--- src/rtl/fetch_pkg.sv ---
// Shared types and constants for the instruction fetch stage.
package fetch_pkg;

   typedef enum logic [1:0] {
      StIdle,
      StReq,
      StHold
   } fetch_state_t;

   localparam logic [31:0] NOP_INSTR = 32'h0000_0013;

endpackage

--- src/rtl/pc_reg.sv ---
// Program counter register: redirect load takes priority over sequential increment.
module pc_reg #(
   parameter int unsigned         WIDTH    = 32,
   parameter logic [WIDTH-1:0]    RESET_PC = '0
) (
   input  logic             clk,
   input  logic             rst,
   input  logic             load,
   input  logic [WIDTH-1:0] load_pc,
   input  logic             inc,
   output logic [WIDTH-1:0] pc
);

   logic [WIDTH-1:0] pc_q;

   // Increment wraps naturally modulo 2^WIDTH.
   always_ff @(posedge clk or posedge rst) begin
      if (rst) begin
         pc_q <= RESET_PC;
      end else if (load) begin
         pc_q <= load_pc;
      end else if (inc) begin
         pc_q <= pc_q + WIDTH'(4);
      end
   end

   assign pc = pc_q;

endmodule

--- src/rtl/fetch_unit.sv ---
// Instruction fetch stage: requests one word at a time and hands (pc, instr) pairs to IF/ID.
module fetch_unit
   import fetch_pkg::*;
#(
   parameter int unsigned      WIDTH    = 32,
   parameter logic [WIDTH-1:0] RESET_PC = 32'h0000_0000
) (
   input  logic             clk,
   input  logic             rst,
   input  logic             stall,
   input  logic             redirect,
   input  logic [WIDTH-1:0] redirect_pc,
   output logic             imem_req,
   output logic [WIDTH-1:0] imem_addr,
   input  logic             imem_ready,
   input  logic [WIDTH-1:0] imem_rdata,
   output logic             if_id_wr,
   output logic [WIDTH-1:0] pc_out,
   output logic [WIDTH-1:0] instr_out
);

   localparam logic [WIDTH-1:0] NOP_W = WIDTH'(NOP_INSTR);

   fetch_state_t     state_q, state_d;
   logic [WIDTH-1:0] buf_pc_q, buf_instr_q;
   logic [WIDTH-1:0] pc;
   logic [WIDTH-1:0] redirect_aligned;
   logic             active_redirect;
   logic             accept;
   logic             unused_redirect_lsbs;

   assign redirect_aligned     = {redirect_pc[WIDTH-1:2], 2'b00};
   assign unused_redirect_lsbs = ^redirect_pc[1:0];

   // Redirect is ignored only while leaving reset (IDLE); a same-cycle response is dropped.
   assign active_redirect = redirect && (state_q != StIdle);
   assign accept          = (state_q == StReq) && imem_ready && !active_redirect;

   pc_reg #(
      .WIDTH    (WIDTH),
      .RESET_PC (RESET_PC)
   ) u_pc_reg (
      .clk     (clk),
      .rst     (rst),
      .load    (active_redirect),
      .load_pc (redirect_aligned),
      .inc     (accept),
      .pc      (pc)
   );

   always_ff @(posedge clk or posedge rst) begin
      if (rst) begin
         state_q <= StIdle;
      end else begin
         state_q <= state_d;
      end
   end

   always_ff @(posedge clk or posedge rst) begin
      if (rst) begin
         buf_pc_q    <= '0;
         buf_instr_q <= NOP_W;
      end else if (active_redirect) begin
         buf_pc_q    <= '0;
         buf_instr_q <= NOP_W;
      end else if (accept) begin
         buf_pc_q    <= pc;
         buf_instr_q <= imem_rdata;
      end
   end

   always_comb begin
      state_d   = state_q;
      imem_req  = (state_q == StReq);
      if_id_wr  = 1'b0;
      pc_out    = buf_pc_q;
      instr_out = buf_instr_q;

      unique case (state_q)
         StIdle: state_d = StReq;
         StReq: begin
            if (imem_ready) begin
               state_d = StHold;
            end
         end
         StHold: begin
            if_id_wr = !stall;
            if (!stall) begin
               state_d = StReq;
            end
         end
         default: state_d = StIdle;
      endcase

      // Flush bubble; only written when IF/ID can take it.
      if (active_redirect) begin
         state_d   = StReq;
         if_id_wr  = !stall;
         pc_out    = '0;
         instr_out = NOP_W;
      end
   end

   assign imem_addr = pc;

endmodule

--- config.mk ---
export PLATFORM = sky130hd
export DESIGN_NAME = fetch_unit
export DESIGN_NICKNAME = d
export VERILOG_FILES = /design/src/rtl/fetch_pkg.sv /design/src/rtl/pc_reg.sv /design/src/rtl/fetch_unit.sv
export SDC_FILE = /design/constraint.sdc
export NUM_CORES = 1
export LEC_CHECK = 0
export ABC_AREA = 1
export CAP_MARGIN = 20
export CORE_MARGIN = 3
export CORE_UTILIZATION = 42
export CTS_CLUSTER_DIAMETER = 200
export DETAILED_ROUTE_END_ITERATION = 8
export GPL_ROUTABILITY_DRIVEN = 0
export PLACE_DENSITY = 0.77
export SYNTH_ARGS = -nofsm -noshare
export SYNTH_HDL_FRONTEND = slang
export SYNTH_SLANG_ARGS = --single-unit
--- constraint.sdc ---
create_clock -name clk -period 3.15 [get_ports clk]
set_input_delay 0.7875 -clock clk [delete_from_list [all_inputs] [get_ports clk]]
set_output_delay 0.7875 -clock clk [all_outputs]
set_load 0.1 [all_outputs]
==> flow_metrics.py <==
metrics = {
    "synthesis": {
        "synth_cells": 711,
        "synth_top_cell_by_area": "dfrtp_1",
        "synth_seq_cells": 95,
        "yosysUniqueCellTypes": 33,
        "syn-cell-area_um2": 5180,
        "ys_top_cells_by_area": "dfrtp_1 (44%), nand2_1 (13%), nor2_1 (9.4%)",
        "seq_area_frac_synth": 0.459,
        "avgSynthCellArea_um2": 7.29,
        "ys_warn_count": 0,
        "synth_top_area_share": 0.444,
    },
    "sta": {
        "tightest_slew_ns": 0.755,
        "timing.final.crit_share": 0.929,
        "max_slew_margin": 0.495,
        "min_period_ns": 2.93,
        "setup_viol": 0,
        "grt_setup_unrepaired": "no",
        "max_freq_ghz": 0.342,
        "hold_viol_final": 0,
        "finalClockSkew_ns": 0.00922,
        "report.final.slew_viol_count": 0,
    },
    "power": {
        "seqPwrFrac": 0.318,
        "p_leak_nw": 3.57,
        "pwr-share-clk": 0.210,
        "ir_drop_v": 0.000328,
        "p_switching_mw": 2.24,
        "intPower_mw": 2.58,
        "switching_share": 0.464,
        "p_per_area_nw_per_um2": 614,
        "power_frac_comb": 0.472,
    },
    "critical_path": {
        "endpoint_kind": "primary output",
        "worstPathRequired_ns": 2.36,
        "cp.arrival_ns": 2.14,
        "crit-reg2reg-launch": "state_q[1]",
        "critPathLaunch": "redirect",
        "crit_type": "input pin to primary output",
        "critPathLaunchType": "input pin",
        "crit_path_max_fanout": 29,
    },
    "layout": {
        "post-route-util": 0.668,
        "antenna_cells": 0,
        "nets": 937,
        "regArea_um2": 2380,
        "multi_input_area_um2": 2170,
        "largest_reg_flops": 32,
        "area_growth_pct": 51.5,
        "fillerInstances": 964,
        "drive_above_1_share": 0.178,
        "finalInstanceArea_um2": 7850,
    },
    "floorplanning": {
        "rows": 39,
        "die_w_um": 117,
        "dieArea_um2": 13700,
        "start_util": 0.441,
        "die-height_um": 117,
        "ios": 167,
        "fp.coreArea_um2": 11800,
    },
    "routing": {
        "drt-pass1-iter-count": 5,
        "wirelength_mm": 14.9,
        "wl_per_cell_um": 14.4,
        "drt-initial-drc-count": 402,
        "drt-vias-per-instance": 4.88,
        "drc": 0,
        "detail-route-antenna-nets": 0,
        "num_vias": 5048,
    },
    "placed_design": {
        "port_buffers": 162,
        "dp_hpwl_mm": 11.2,
        "placed_cell_area_um2": 7590,
    },
    "clock_tree": {
        "clockBufferDepth": 2,
        "cts-resized-gates": 0,
        "postCtsHoldBufs": 0,
        "clk_latency_ns": 0.35,
        "clk_pin_slew_worst_paths_ns": 0.07,
        "clockRootBuffer": "clkbuf_16",
        "post_cts_buffers": 0,
        "cts_sinks": 95,
        "cts_tree": "done",
        "numCtsBuffers": 9,
        "htree_levels": 3,
    },
    "global_routing": {
        "track_usage": 0.225,
        "antenna_found_initial": 1,
        "grt_max_degree": 65,
        "grt_pass1_wl_mm": 23.9,
        "globalRouteOverflowTotal": 0,
        "grt_pass1_vias": 4754,
    },
    "status": {
        "outcome": "finished, final reports clean",
    },
    "worst_hold_path": {
        "hold_class": "register to register",
        "worstHoldStart": "buf_instr_q[4]",
    },
    "flow_run": {
        "maxCapViolCount": 0,
    },
}
[logic make-up (layout without fill, tap and decap cells)]
| kind of cell | Yosys count | after routing | share of synthesized area |
|---|---|---|---|
| xor gates and xnor gates | 12 | 12 | 0.0203 |
| DFF | 95 | 95 | 0.459 |
| AOI/OAI and AO/OA | 97 | 97 | 0.108 |
| other | 1 | 2 | 0.000723 |
| and+or+nand+nor | 356 | 356 | 0.283 |
| buffers and inverters | 149 | 308 | 0.126 |
| adders and majority gates | 1 | 1 | 0.00241 |
[final timing paths]
| kind | to | slack, ns | cells after the start |
|---|---|---|---|
| setup / recovery | pc_out[18] | 0.22 | 6 |
| hold / removal | buf_instr_q[4] | 0.47 | 2 |
| setup reg to reg | u_pc_reg.pc[31] | 1.32 | 7 |
| hold reg to reg | buf_instr_q[4] | 0.47 | 2 |
| max in group asynchronous | buf_instr_q[4] | 1.61 | 3 |
| min in group asynchronous | u_pc_reg.pc[6] | 0.92 | 2 |
[worst max-delay path, cell delays in order]
cell	delay, ns
clkdlybuf4s50_1	0.48
o21ai_4	0.11
inv_4	0.12
buf_12	0.18
nor2_1	0.23
buf_12	0.21
[final cells by class]
class | count | area share
Timing Repair Buffer | 178 | 0.304
Sequential cell | 95 | 0.303
Inverter | 115 | 0.0558
Clock buffer | 12 | 0.0314
Tap cell | 164 | 0.0261
Multi-Input combinational cell | 468 | 0.277
Clock inverter | 3 | 0.00255
[per-layer routing]
metal	global-route usage	vias to the layer above	routed length (µm)
met5	0	-	13
met4	0.0795	2	293
met3	0.0483	20	1080
met2	0.357	176	7050
met1	0.306	2369	6450
li1	-	2481	-
[metrics by stage]
step                      total power [mW]  setup TNS (ns)  std cells  worst slack [ns]  hold slack [ns]
after floorplan                       3.13           -9.72        712            -0.177            0.444
after global placement                3.81               0       1020             0.222            0.456
after detailed placement              3.84               0       1020             0.207            0.459
after CTS                             4.86               0       1035             0.208            0.471
after global routing                  5.04               0       1035             0.162            0.501
final                                 4.82               0       1035             0.224            0.465
[layout by cell type (no fill, tap or decap), types with 3 or more instances in the layout]
cell             count
o211ai_1             7
nor2_4               6
and2_1               3
nand3_1             25
o21ai_0             39
o21ai_1             15
a21oi_1              8
o22ai_1             17
clkinvlp_4           3
buf_12              71
nor2_2               8
nand4_1              3
nand2_2              3
nand2_1            177
dfrtp_1             92
nor2_1             124
xnor2_1              3
inv_1              111
dfstp_2              3
clkbuf_16            9
xor2_1               9
clkdlybuf4s50_1     66
o21bai_1             7
buf_4               41
[synthesized netlist by cell type (all sizes together)]
cell,instances
dfstp,3
nand3b,2
nand2,182
o211ai,7
nor3,1
or2,2
nand4,3
dfrtp,92
and2,3
a21oi,9
xor2,9
conb,1
nand3,25
o21bai,7
o22ai,17
clkbuf,1
nor2,138
inv,115
o21ai,55
xnor2,3
ha,1
o221ai,2
buf,33
[power by group through the flow]
stage / logic (mW) / clock network, mW / registers, mW
after floorplan: 1.05 / 0 / 2.08
after global placement: 2.26 / 0 / 1.55
after detailed placement: 2.29 / 0 / 1.55
after CTS: 2.29 / 1.03 / 1.53
after global routing: 2.40 / 1.08 / 1.56
final: 2.28 / 1.01 / 1.53
(Power assumes the default switching activity.)
